===== src/rtl/pong_ball.sv =====
// Ball motion engine: per-frame ball advance, wall/paddle bounce, miss detection, serve FSM.
// Optional feature macro BALL_SPEEDUP_EN: each paddle hit raises speed by one, up to MAX_SPEED.
module pong_ball #(
  parameter int SCREEN_W     = 640,
  parameter int SCREEN_H     = 480,
  parameter int BALL_SIZE    = 8,
  parameter int SPEED        = 2,
  parameter int MAX_SPEED    = 6,
  parameter int PADDLE_X_L   = 540,
  parameter int PADDLE_HALF  = 20,
  parameter int SERVE_FRAMES = 60
) (
  input  logic       clk,
  input  logic       reset,
  input  logic       frame_tick,
  input  logic       start,
  input  logic [9:0] paddle_y,
  output logic [9:0] ball_x,
  output logic [9:0] ball_y,
  output logic       miss,
  output logic [3:0] miss_count,
  output logic       playing
);

  typedef enum logic [1:0] {IDLE, SERVE, PLAY, MISS} state_t;

  localparam int CW = $clog2(SERVE_FRAMES + 1);
  localparam logic [10:0] BS   = 11'(BALL_SIZE);
  localparam logic [10:0] PH   = 11'(PADDLE_HALF);
  localparam logic [10:0] PXL  = 11'(PADDLE_X_L);
  localparam logic [10:0] XMAX = 11'(SCREEN_W - BALL_SIZE);
  localparam logic [10:0] YMAX = 11'(SCREEN_H - BALL_SIZE);
  localparam logic [9:0]  CX   = 10'((SCREEN_W - BALL_SIZE) / 2);
  localparam logic [9:0]  CY   = 10'((SCREEN_H - BALL_SIZE) / 2);
  // base speed can never start above the ceiling
  localparam logic [3:0]  S0   = 4'((SPEED > MAX_SPEED) ? MAX_SPEED : SPEED);
  localparam logic [3:0]  SMAX = 4'(MAX_SPEED);

  state_t          state, state_d;
  logic [CW-1:0]   cnt, cnt_d;
  logic [3:0]      speed, spd_d;
  logic            dir_x, dx_d;
  logic            dir_y, dy_d;
  logic [9:0]      x_d, y_d;
  logic            miss_d;
  logic [3:0]      mc_d;

  logic [10:0]     s11, x11, y11, p11;
  logic            hit, out;
  logic [9:0]      x_mv, y_mv;
  logic            dx_mv, dy_mv;

  // dir_x: 1 = right, dir_y: 1 = down
  always_comb begin
    s11   = {7'd0, speed};
    x11   = {1'b0, ball_x};
    y11   = {1'b0, ball_y};
    p11   = {1'b0, paddle_y};
    hit   = dir_x && (x11 + BS <= PXL) && (x11 + BS + s11 >= PXL)
            && (y11 + BS + PH > p11) && (y11 < p11 + PH);
    out   = 1'b0;
    x_mv  = ball_x;
    dx_mv = dir_x;
    y_mv  = ball_y;
    dy_mv = dir_y;
    if (!dir_x) begin
      if (x11 < s11) begin
        x_mv  = 10'd0;
        dx_mv = 1'b1;
      end else begin
        x_mv = 10'(x11 - s11);
      end
    end else if (hit) begin
      x_mv  = 10'(PXL - BS);
      dx_mv = 1'b0;
    end else if (x11 + s11 > XMAX) begin
      out = 1'b1;
    end else begin
      x_mv = 10'(x11 + s11);
    end
    if (!dir_y) begin
      if (y11 < s11) begin
        y_mv  = 10'd0;
        dy_mv = 1'b1;
      end else begin
        y_mv = 10'(y11 - s11);
      end
    end else if (y11 + s11 > YMAX) begin
      y_mv  = 10'(YMAX);
      dy_mv = 1'b0;
    end else begin
      y_mv = 10'(y11 + s11);
    end
  end

  always_comb begin
    state_d = state;
    cnt_d   = cnt;
    spd_d   = speed;
    dx_d    = dir_x;
    dy_d    = dir_y;
    x_d     = ball_x;
    y_d     = ball_y;
    miss_d  = 1'b0;
    mc_d    = miss_count;
    unique case (state)
      IDLE: begin
        if (frame_tick && start) begin
          state_d = SERVE;
          cnt_d   = CW'(SERVE_FRAMES);
          spd_d   = S0;
        end
      end
      SERVE: begin
        if (frame_tick) begin
          if (cnt == CW'(1)) begin
            state_d = PLAY;
            dx_d    = 1'b0;
          end else begin
            cnt_d = cnt - CW'(1);
          end
        end
      end
      PLAY: begin
        if (frame_tick) begin
          if (out) begin
            state_d = MISS;
            miss_d  = 1'b1;
            mc_d    = miss_count + 4'd1;
          end else begin
            x_d  = x_mv;
            dx_d = dx_mv;
            y_d  = y_mv;
            dy_d = dy_mv;
`ifdef BALL_SPEEDUP_EN
            if (hit && speed < SMAX)
              spd_d = speed + 4'd1;
`else
            if (speed > SMAX)
              spd_d = SMAX;
`endif
          end
        end
      end
      MISS: begin
        if (frame_tick) begin
          state_d = SERVE;
          cnt_d   = CW'(SERVE_FRAMES);
          spd_d   = S0;
          x_d     = CX;
          y_d     = CY;
          dy_d    = ~dir_y;
        end
      end
    endcase
  end

  always_ff @(posedge clk or posedge reset) begin
    if (reset) begin
      state      <= IDLE;
      cnt        <= '0;
      speed      <= S0;
      dir_x      <= 1'b0;
      dir_y      <= 1'b1;
      ball_x     <= CX;
      ball_y     <= CY;
      miss       <= 1'b0;
      miss_count <= 4'd0;
    end else begin
      state      <= state_d;
      cnt        <= cnt_d;
      speed      <= spd_d;
      dir_x      <= dx_d;
      dir_y      <= dy_d;
      ball_x     <= x_d;
      ball_y     <= y_d;
      miss       <= miss_d;
      miss_count <= mc_d;
    end
  end

  assign playing = (state == PLAY);

endmodule


===== config.mk =====
export PLATFORM = sky130hd
export DESIGN_NAME = pong_ball
export DESIGN_NICKNAME = d
export VERILOG_FILES = /design/src/rtl/pong_ball.sv
export SDC_FILE = /design/constraint.sdc
export NUM_CORES = 1
export LEC_CHECK = 0
export ABC_AREA = 1
export CAP_MARGIN = 20
export CORE_AREA = 2 2 83 117
export CTS_BUF_LIST = sky130_fd_sc_hd__clkbuf_8
export DETAILED_ROUTE_END_ITERATION = 6
export DIE_AREA = 0 0 85 119
export PLACE_DENSITY = 0.66
export SYNTH_ARGS = -nofsm -noshare
export SYNTH_HDL_FRONTEND = slang
export SYNTH_SLANG_ARGS = --single-unit

===== constraint.sdc =====
create_clock -name clk -period 2.7 [get_ports clk]
set_input_delay 0.54 -clock clk [delete_from_list [all_inputs] [get_ports clk]]
set_output_delay 0.54 -clock clk [all_outputs]
set_load 0.1 [all_outputs]

; Word-level counts from Yosys, hierarchy flattened
; Index checks and enable logic that the tools add are counted.
[word_totals]
register_bits = 39
inputBits = 14
output_inout_bits = 26
[classes]
n_mux = 54
magnitude_cmp = 9
bitwise_logic = 1
eq_ne = 14
add_sub_neg = 11
n_reduce_logical = 17
[ops]
columns = op, n
row1 = 10-bit two-way mux, 13
row2 = 10-bit one-hot mux with 2 select lines, 2
row3 = 6-bit two-way mux, 4
row4 = 10-bit by 4-bit adder with 11-bit output, 2
row5 = 10-bit by 4-bit adder with 11-bit output (second input constant), 2
row6 = 10-bit by 4-bit less-than comparator with 1-bit output, 2
row7 = 4-bit two-way mux, 5
row8 = 10-bit by 4-bit subtractor with 10-bit output, 2
row9 = 1-bit two-way mux, 19
row10 = 6-bit one-hot mux with 3 select lines, 1
row11 = 5-bit AND reduction, 3
row12 = 2-bit != test (second input constant), 7
row13 = 2-bit two-way mux, 6
row14 = 4-bit one-hot mux with 3 select lines, 1
row15 = 6-bit AND reduction, 2
row16 = 10-bit by 5-bit adder with 11-bit output (second input constant), 1
row17 = 11-bit by 4-bit adder with 11-bit output, 1
row18 = 11-bit by 5-bit adder with 11-bit output (second input constant), 1
row19 = 11-bit by 10-bit >= comparator with 1-bit output (second input constant), 1
row20 = 11-bit by 10-bit greater-than comparator with 1-bit output, 1
row21 = 11-bit by 10-bit greater-than comparator with 1-bit output (second input constant), 1
row22 = 11-bit by 9-bit greater-than comparator with 1-bit output (second input constant), 1
row23 = 11-bit by 10-bit less-or-equal comparator with 1-bit output (second input constant), 1
row24 = 10-bit by 11-bit less-than comparator with 1-bit output, 1
row25 = 17 further kinds, 26

; Longest topological paths before layout
; Gate-level depths: netlist of run 1.
[depth]
depth_word = 11
depth_mapped = 24
mapped_depth_nobuf = 23

; Worst setup path after synthesis of run 1
; OpenSTA, ideal clock, no wires.
[synth_path]
path_kind = register -> register
startpoint = reg ball_y[3]
endpoint = reg ball_x[1]
required_ps = 2626
path_slack_ps = -631
setup_time_ps = 74
path_buffers = 2
arrival_ps = 3257
path_stages_with_launch = 24
period_less_slack_ps = 3331
cell_sequence = dfstp_2 buf_2 inv_1 ha_1 nand2_1 nand2_1 xor2_1 inv_1 ha_1 a21o_1 nor2_1 nand2_1 nand2_1 nand2_1 nand2_1 nand2_1 nand2_1 nor2_4 nand2_4 nand3_4 nand2_8 buf_8 nand2_2 o21ai_2
[synth_between]
elab_chain_len = 10
word_cells_on_any_way = 16
classes_between = add/sub: 2 / order compare: 2 / eq/ne: 2 / mux: 7 / reduce/logical: 3
[synth_lines]
columns = element, line_no
row1 = start: declaration, 19  ; output logic [9:0] ball_y,
row2 = start signal: assignment, 176  ; ball_y <= y_d;
row3 = 10-bit by 4-bit adder with 11-bit output, 60  ; && (y11 + BS + PH > p11) && (y11 < p11 + PH);
row4 = 11-bit by 5-bit adder with 11-bit output, 60
row5 = 11-bit by 10-bit greater-than comparator with 1-bit output, 60
row6 = 1-bit logical AND, 60
row7 = 1-bit logical AND *, 60
row8 = 10-bit two-way mux, 73  ; end else if (hit) begin
row9 = 10-bit two-way mux, 66  ; if (!dir_x) begin
row10 = 10-bit two-way mux, 126  ; if (out) begin
row11 = 10-bit two-way mux, 125  ; if (frame_tick) begin
row12 = 10-bit one-hot mux with 2 select lines, 106  ; unique case (state)
row13 = end signal: assignment, 165  ; ball_x <= CX;
row14 = end signal: assignment, 175  ; ball_x <= x_d;
row15 = end: declaration, 18  ; output logic [9:0] ball_x,
; Every way passes the cells marked *; elsewhere a longest branch is shown, timed or not. The select of a mux whose other input is x is not followed.
; A chain may end at the register's enable or synchronous reset.

; Worst setup path in the final report of run 1
[layout_path]
startpoint = reg ball_y[2]
endpoint = reg ball_y[5]
[layout_between]
elab_chain_len = 9
word_cells_on_any_way = 20
classes_between = add/sub: 4 / order compare: 4 / eq/ne: 1 / mux: 8 / reduce/logical: 3
[layout_lines]
columns = element, line_no
row1 = 10-bit by 4-bit adder with 11-bit output, 60
row2 = 11-bit by 5-bit adder with 11-bit output, 60
row3 = 11-bit by 10-bit greater-than comparator with 1-bit output, 60
row4 = 1-bit logical AND (2 in series), 60
row5 = 1-bit two-way mux, 73
row6 = 1-bit two-way mux, 66
row7 = 2-bit != test (no line), --
row8 = 4-bit AND reduction (no line), --
; Several ways; a longest one is shown, not always the timed one. The select of a mux whose other input is x is not followed.

==> impl_metrics.tcl, run 1 <==
set metrics [dict create \
    layout-drive-gt1-share_pct 29.9 \
    cts_max_level 2 \
    setup_viol 27 \
    drt-initial-drc-count 162 \
    drc 0 \
    syn_area_mm2 0.00397 \
    slew_headroom_pct 58.0 \
    row_count 42 \
    synth.distinct_cells 50 \
    finalCritPeriodShare_pct 106 \
    wl_per_cell_um 13.5 \
    drv_cap 0 \
    crit_fanout 17 \
    dp_hpwl_um 8240 \
    core_mm2 0.00920 \
    yosys_warnings 0 \
    grt_overflow_total 0 \
    yosys_most_used_dff "dfrtp_1" \
    worst_pin_slew_ns 0.629 \
    io_pins 40 \
    start_util_pct 43.2 \
    skew_ns 0.00893 \
    mostFrequentLayoutCells "nand2_1, buf_4, inv_1, nor2_1, nand3_1" \
    status "finished with violations" \
    grt_max_degree 35 \
    worstPathRequired_ns 2.93 \
    ys_ff_latch 34 \
    firstDrtPassIters 4 \
    async_flop_share_pct 100 \
    cts_root_buffer "clkbuf_8" \
    clk_latency_ns 0.30 \
    worstSetupEndpointType "flip-flop" \
    die_h_um 119 \
    placed_cell_area_mm2 0.00477 \
    max_clock_freq_mhz 351 \
    postCtsHoldBufs 0 \
    area_growth_pct 28.0 \
    seq_area_frac_synth_pct 21.8 \
    crit_type "flip-flop to flip-flop" \
    cts_tree "built" \
    min_period_ns 2.85 \
    tns_ns -2.82 \
    netlist.area_leader.share_pct 14.5 \
    design_area_mm2 0.00508 \
    synth_cells 580 \
    vias 3957 \
    grt_pass1_vias 3892 \
    drv_slew 0 \
    grt_pass1_wl_um 17400 \
    whs_ns 0.532 \
    grt.total_usage_pct 21.1 \
    clk_path_buf_depth 2 \
    portBuffers 37 \
    antennaDiodeCount 0 \
    synth_edf_count 0 \
    finalNetCount 723 \
    post_drt_via_cell_ratio 5.07 \
    syn_area_per_cell_um2 6.85 \
    rsz0062_at_grt "yes" \
    crit_arrival_ns 3.08 \
    hold_class "flip-flop to flip-flop" \
    antenna_found_initial 0 \
    antenna_left 0 \
    synth_top_cell_by_area "dfrtp_1" \
    final_common_cell "nand2_1" \
    synthTopCellsByArea "dfrtp_1, nand2_1, ha_1" \
    critPathLaunchType "flip-flop" \
    violations "negative setup slack" \
    finalHoldViolations 0 \
    dieArea_mm2 0.0101 \
    gp_congestion 0.881 \
    numCtsBuffers 5 \
    fp.dieW_um 85 \
    setup_ws_ns -0.149 \
    clkTransAtPathRegs_ns 0.08 \
    cts_sinks 34 \
    wl_um 10600 \
]
kinds of logic (layout without fill, tap and decap cells):
kind of cell,Yosys count,count (layout),synth area share (%)
xor+xnor,29,29,6.40
buf+inv,101,189,11.5
flops,34,34,21.8
fa+ha+maj,40,40,13.4
compound gates,77,77,12.1
other cells,1,2,0.0944
simple gates,298,299,34.8
worst paths after layout:
check	from	end	slack (ns)	cells after the start
worst max-delay path	ball_y[2]	ball_y[5]	-0.15	21
worst min-delay path	ball_x[4]	ball_x[4]	0.53	2
worst max register to register	ball_y[2]	ball_y[5]	-0.15	21
worst min register to register	ball_x[4]	ball_x[4]	0.53	2
max in group asynchronous	reset	ball_x[5]	1.72	3
min in group asynchronous	reset	miss_count[3]	0.64	3
final cells by class:
| type | count | area [µm²] |
|---|---|---|
| Clock buffer | 5 | 68.8 |
| Clock inverter | 3 | 45.0 |
| Fill cell | 883 | 4110 |
| Inverter | 84 | 320 |
| Multi-Input combinational cell | 447 | 2840 |
| Sequential cell | 34 | 883 |
| Tap cell | 110 | 138 |
| Timing Repair Buffer | 97 | 795 |
flip-flops by register name, indices dropped and copies added, names as in the netlist:
register / count
cnt: 6
ball_x: 9
speed: 1
miss_count: 4
ball_y: 9
miss: 1
dir_x: 1
dir_y: 1
state: 2
per-layer routing:
metal  GRT usage [%]  part of all wire [%]
met5               0                     0
met4            8.73                   3.1
met3            2.63                   3.4
met2            41.1                    55
met1            21.9                    38
cells in the mapped netlist (2+ instances only):
master / n
a211oi_1: 2
a21o_1: 2
a21oi_1: 20
buf_12: 2
buf_2: 3
buf_4: 6
clkbuf_1: 3
dfrtp_1: 23
dfstp_2: 11
fa_1: 4
ha_1: 36
inv_1: 76
inv_2: 7
nand2_1: 142
nand2_2: 18
nand2_4: 2
nand3_1: 45
nand3b_1: 3
nand4_1: 14
nand4_2: 2
nor2_1: 56
nor2_2: 3
nor2_4: 3
nor3_1: 3
o211ai_1: 3
o21ai_0: 21
o21ai_1: 5
o21ai_2: 16
xnor2_1: 2
xor2_1: 27
critical path, cell delays in order, from the launching register on:
cell	delay (ns)
dfstp_4	0.63
inv_4	0.04
ha_4	0.16
nand2_4	0.06
nand2_2	0.05
xor2_1	0.12
inv_1	0.08
ha_4	0.28
nand2_4	0.07
a21oi_4	0.13
nor2_2	0.04
nand2_1	0.05
nand2_1	0.06
nand2_1	0.06
nand2_1	0.04
nand2_1	0.06
nand2_2	0.07
nor2_4	0.14
nand2_4	0.08
nand3_4	0.12
nand2_4	0.20
o21ai_2	0.21
metrics by stage:
step                setup WS, ns  std cells  util [%]
floorplan                 -0.306        581         -
global placement          -0.628        768      51.9
detailed placement        -0.726        768      51.9
CTS                       -0.170        779      54.2
global route              -0.340        780      55.3
finish                    -0.149        780      55.3
what timing repair did:
item,in CTS,in global routing
gates resized for setup,20,21
buffers inserted,1,1
pin swaps,7,8
cloned,2,0
endpoints found under the setup margin,28,28
Power of run 1 is left out: the tool's default activity adds up to more than one toggle a clock period on the data nets, which glitch-free logic cannot reach.
==> run 2, diff against run 1 <==
--- a/config.mk
+++ b/config.mk
@@ -11,7 +11,7 @@
 export CTS_BUF_LIST = sky130_fd_sc_hd__clkbuf_8
 export DETAILED_ROUTE_END_ITERATION = 6
 export DIE_AREA = 0 0 85 119
-export PLACE_DENSITY = 0.66
+export PLACE_DENSITY_LB_ADDON = 0.25
 export SYNTH_ARGS = -nofsm -noshare
 export SYNTH_HDL_FRONTEND = slang
 export SYNTH_SLANG_ARGS = --single-unit
==> run 2 against run 1 <==
  * The flow still finishes with violations (negative setup slack)
  * Fmax decreased by 0.37%
  * Worst hold slack got worse by 0.046 ns
  * Die area unchanged
  * Final area increased by 2.9%
  * Non-clock buffer count increased by 15
  * Final cell count increased by 1.8%
  * Sequential share of layout area decreased by 0.49 points
  * Via count increased by 1.2%
  * Setup slack got worse by 0.011 ns
  * Register-to-register slack about the same
  * Critical path type unchanged
==> impl_metrics.tcl, run 2 (synthesis gave the netlist of run 1 again) <==
set metrics [dict create \
    cts_max_level 2 \
    finalCritPeriodShare_pct 106 \
    min_period_ns 2.86 \
    vias 4004 \
    setup_ws_ns -0.159 \
    die_h_um 119 \
    antennaDiodeCount 0 \
    finalNetCount 737 \
    row_count 42 \
    area_growth_pct 31.8 \
    clkTransAtPathRegs_ns 0.08 \
    final-instance-count-excl-fill 794 \
    skew_ns 0.00515 \
    finalHoldViolations 0 \
    crit_arrival_ns 3.08 \
    worstSetupEndpointType "flip-flop" \
    grt_pass1_vias 4005 \
    antenna_left 0 \
    status "finished with violations" \
    reg_top3 "ball_x: 9 flops, ball_y: 9 flops, cnt: 6 flops" \
    post-place-cells 781 \
    cts_root_buffer "clkbuf_8" \
    io_pins 40 \
    r2r_cells 21 \
    hold_class "flip-flop to flip-flop" \
    firstDrtPassIters 5 \
    drt-initial-drc-count 144 \
    start_util_pct 43.2 \
    grt_pass1_wl_um 18000 \
    clk_path_buf_depth 2 \
    hold_path_depth 2 \
    core_mm2 0.00920 \
    postCtsHoldBufs 0 \
    cts_tree "built" \
    wl_um 10600 \
    setup_viol 27 \
    final_common_cell "nand2_1" \
    violations "negative setup slack" \
    clk_latency_ns 0.29 \
    crit_fanout 3 \
    dp_hpwl_um 8500 \
    gp_congestion 0.872 \
    placed_cell_area_mm2 0.00489 \
    wl_per_cell_um 13.4 \
    drc 0 \
    reg2reg_slack_ns -0.16 \
    utilization_pct 56.9 \
    drv_cap 0 \
    grt_max_degree 35 \
    grt.total_usage_pct 21.8 \
    layout-drive-gt1-share_pct 30.1 \
    drv_slew 0 \
    crit_type "flip-flop to flip-flop" \
    dieArea_mm2 0.0101 \
    antenna_found_initial 0 \
    rsz0062_at_grt "yes" \
    numCtsBuffers 5 \
    post_drt_via_cell_ratio 5.04 \
    design_area_mm2 0.00523 \
    worst_pin_slew_ns 0.568 \
    max_clock_freq_mhz 350 \
    fp.dieW_um 85 \
    grt_overflow_total 0 \
    worstPathRequired_ns 2.92 \
    portBuffers 37 \
    tns_ns -3.00 \
    slew_headroom_pct 61.7 \
    cts_sinks 34 \
    mostFrequentLayoutCells "nand2_1, buf_4, inv_1, nor2_1, nand3_1" \
    critPathLaunchType "flip-flop" \
]
## run 2: repair_timing
item	4_1_cts	5_1_grt
pin swaps	15	15
endpoints found under the setup margin	28	28
buffers inserted	2	1
gates resized for setup	28	14
gates cloned	2	0
## run 2: final timing paths
check                           startpoint   endpoint
worst max register to register   ball_y[3]      dir_x
worst min register to register   ball_x[2]  ball_x[2]
min in group asynchronous            reset     cnt[2]
worst max-delay path             ball_y[3]      dir_x
max in group asynchronous            reset  ball_x[8]
worst min-delay path             ball_x[2]  ball_x[2]
## run 2: area by class of cell
| class | instances | area (µm²) |
|---|---|---|
| fillers | 866 | 3960 |
| multi-input cells | 446 | 2830 |
| repair buffers | 112 | 950 |
| flip-flops and latches | 34 | 883 |
| inverters | 84 | 318 |
| well taps | 110 | 138 |
| clock buffers | 5 | 68.8 |
| clock inverters | 3 | 45.0 |
## run 2: layer usage
layer	global-route usage, %	routed length, µm	vias to the layer above
met5	0	0	-
met4	10.2	288	0
met3	2.77	321	19
met2	41.0	5920	85
met1	23.5	4090	1847
li1	-	-	2053
## run 2: worst max-delay path, stage by stage (launching register included)
cell and delay [ns]:
dfstp_4 0.64, inv_4 0.04, ha_4 0.16, nand2_4 0.07, buf_4 0.11, a31oi_1 0.07, a21oi_1 0.14, ha_1 0.26
a21o_1 0.17, a21oi_2 0.19, nand2_1 0.07, nand2_1 0.07, nand2_1 0.06, nand2_2 0.08, nor2_4 0.05, nand2_4 0.07
nand3_4 0.09, buf_4 0.15, buf_6 0.11, nand2_2 0.05, nand2_1 0.05, o21ai_1 0.08
## run 2: through the flow
| step | hold WS [ns] | setup slack (ns) |
|---|---|---|
| after global routing | 0.501 | -0.306 |
| after global placement | 0.472 | -0.504 |
| final | 0.486 | -0.159 |
| after CTS | 0.482 | -0.171 |
| after floorplan | 0.490 | -0.306 |
| after detailed placement | 0.474 | -0.613 |
Power of run 2 is left out for the same reason.
==> run 3, diff against run 2 <==
--- a/config.mk
+++ b/config.mk
@@ -12,6 +12,7 @@
 export DETAILED_ROUTE_END_ITERATION = 6
 export DIE_AREA = 0 0 85 119
 export PLACE_DENSITY_LB_ADDON = 0.25
+export SKIP_LAST_GASP = 1
 export SYNTH_ARGS = -nofsm -noshare
 export SYNTH_HDL_FRONTEND = slang
 export SYNTH_SLANG_ARGS = --single-unit
==> constraint.sdc (replaced) <==
create_clock -name clk -period 2.75 [get_ports clk]
set_input_delay 0.55 -clock clk [delete_from_list [all_inputs] [get_ports clk]]
set_output_delay 0.55 -clock clk [all_outputs]
set_load 0.1 [all_outputs]
==> run 3 against run 2 <==
  * Register-to-register slack improved by 0.02 ns
  * Sequential cell count unchanged
  * The run still ends with negative setup slack left
  * Final cell count is 0.88% lower
  * Via count is 2.3% higher
  * Critical path type unchanged
  * Clock skew decreased by 0.0016 ns
  * First-iteration DRC count is 54% higher
  * Largest cell class unchanged
==> impl_metrics.tcl, run 3 (synthesis gave the netlist of run 1 again) <==
set metrics [dict create \
    clk_latency_ns 0.30 \
    status "finished with violations" \
    layout-drive-gt1-share_pct 30.7 \
    skew_ns 0.00359 \
    crit_chain "inv_4 > ha_4 > nand2_4 > nand2_2 > xor2_1 > inv_1 > ha_4 > nand2_4 > a21oi_2 > nor2_1 > nand2_1 > nand2_1 > nand2_1 > nand2_2 > nand2_2 > nand2_2 > nor2_4 > nand2_4 > nand3_4 > buf_12 > nand2_8 > nand2_4 > o21ai_2" \
    crit_arrival_ns 3.08 \
    cts_tree "built" \
    drv_cap 0 \
    antennaDiodeCount 0 \
    max_stage_delay_ns 0.64 \
    fill_cells 857 \
    drv_slew 0 \
    finalCritPeriodShare_pct 105 \
    antenna_left 0 \
    min_period_ns 2.88 \
    core_mm2 0.00920 \
    cts_root_buffer "clkbuf_8" \
    drc 0 \
    gp_congestion 0.881 \
    met2_length_um 6060 \
    io_pins 40 \
    grt_overflow_total 0 \
    final_common_cell "nand2_1" \
    area_growth_pct 30.6 \
    multi_input_area_mm2 0.00292 \
    clk_path_buf_depth 2 \
    die_h_um 119 \
    grt_pass1_vias 4014 \
    crit_type "flip-flop to flip-flop" \
    critPathLaunchType "flip-flop" \
    dieArea_mm2 0.0101 \
    slew_headroom_pct 14.7 \
    wl_um 11000 \
    row_count 42 \
    grt_pass1_wl_um 18000 \
    finalNetCount 730 \
    rsz0062_at_grt "yes" \
    start_util_pct 43.2 \
    max_clock_freq_mhz 347 \
    portBuffers 37 \
    finalHoldViolations 0 \
    met1_length_um 4080 \
    post_drt_via_cell_ratio 5.21 \
    vias 4097 \
    wl_per_cell_um 13.9 \
    reg_top3 "ball_x: 9 flops, ball_y: 9 flops, cnt: 6 flops" \
    tns_ns -2.37 \
    numCtsBuffers 5 \
    worstPathRequired_ns 2.94 \
    mostFrequentLayoutCells "nand2_1, buf_4, inv_1, nor2_1, nand3_1" \
    antenna_found_initial 0 \
    worstSetupEndpointType "flip-flop" \
    cts_max_level 2 \
    drt-initial-drc-count 222 \
    seqCellArea_um2 883 \
    grt.total_usage_pct 21.9 \
    setup_viol 26 \
    worst_pin_slew_ns 1.28 \
    path_delay_family "simple AND/OR/NAND/NOR gates" \
    setup_ws_ns -0.135 \
    whs_ns 0.499 \
    grt_max_degree 35 \
    cts_sinks 34 \
    clkTransAtPathRegs_ns 0.08 \
    crit_fanout 5 \
    dp_hpwl_um 8290 \
    top_layer_used "met4" \
    slowest_stage "dfstp_4" \
    fp.dieW_um 85 \
    hold_class "flip-flop to flip-flop" \
    violations "negative setup slack" \
    firstDrtPassIters 5 \
    path_buf_inv 3 \
    met3_length_um 342 \
]
run 3: cell count changes in the layout (fill, tap and decap cells not counted), sizes merged:
cell   before  now
nand2     163  169
buf        99   86
run 3: metrics by stage:
stage,setup WS (ns),cells,utilization (%),instance area (µm²)
final,-0.135,787,56.4,5190
after global placement,-0.531,762,51.4,4720
after detailed placement,-0.647,762,51.4,4720
after global routing,-0.274,787,56.4,5190
after CTS,-0.144,786,54.8,5040
after floorplan,-0.256,581,-,4040
run 3: path summary, 6_finish.rpt:
kind	startpoint	to	slack [ns]	depth (start not counted)
max	ball_y[2]	ball_y[8]	-0.13	23
min	ball_y[7]	ball_y[7]	0.50	2
max reg2reg	ball_y[2]	ball_y[8]	-0.13	23
min reg2reg	ball_y[7]	ball_y[7]	0.50	2
max in group asynchronous	reset	dir_y	1.77	3
min in group asynchronous	reset	cnt[2]	0.63	3
run 3: final cells by class:
type / instances / area share, %
Multi-Input combinational cell: 452 / 56.3
Timing Repair Buffer: 99 / 15.6
Tap cell: 110 / 2.65
Clock inverter: 3 / 0.869
Inverter: 84 / 6.22
Sequential cell: 34 / 17.0
Clock buffer: 5 / 1.33
run 3: tightest hold or removal path, delay by kind of cell (launching register included):
| family | cells | cell delay [ns] |
|---|---|---|
| DFF | 1 | 0.40 |
| and+or+nand+nor | 1 | 0.06 |
| AOI/OAI and AO/OA | 1 | 0.04 |
run 3: repair_timing:
| action | CTS | global route |
|---|---|---|
| hold buffers | 0 | 0 |
| setup endpoints to repair | 28 | 28 |
| hold endpoints to repair | 0 | 0 |
| cloned | 5 | 1 |
| gates resized for setup | 22 | 31 |
| pin swaps | 7 | 13 |
| buffers inserted | 11 | 1 |
run 3: routing by layer:
metal | up-vias | global-route usage [%]
met1 | 1931 | 22.4
li1 | 2043 | -
met2 | 91 | 42.1
met5 | - | 0
met4 | 0 | 11.2
met3 | 32 | 2.49
Power of run 3 is left out for the same reason.
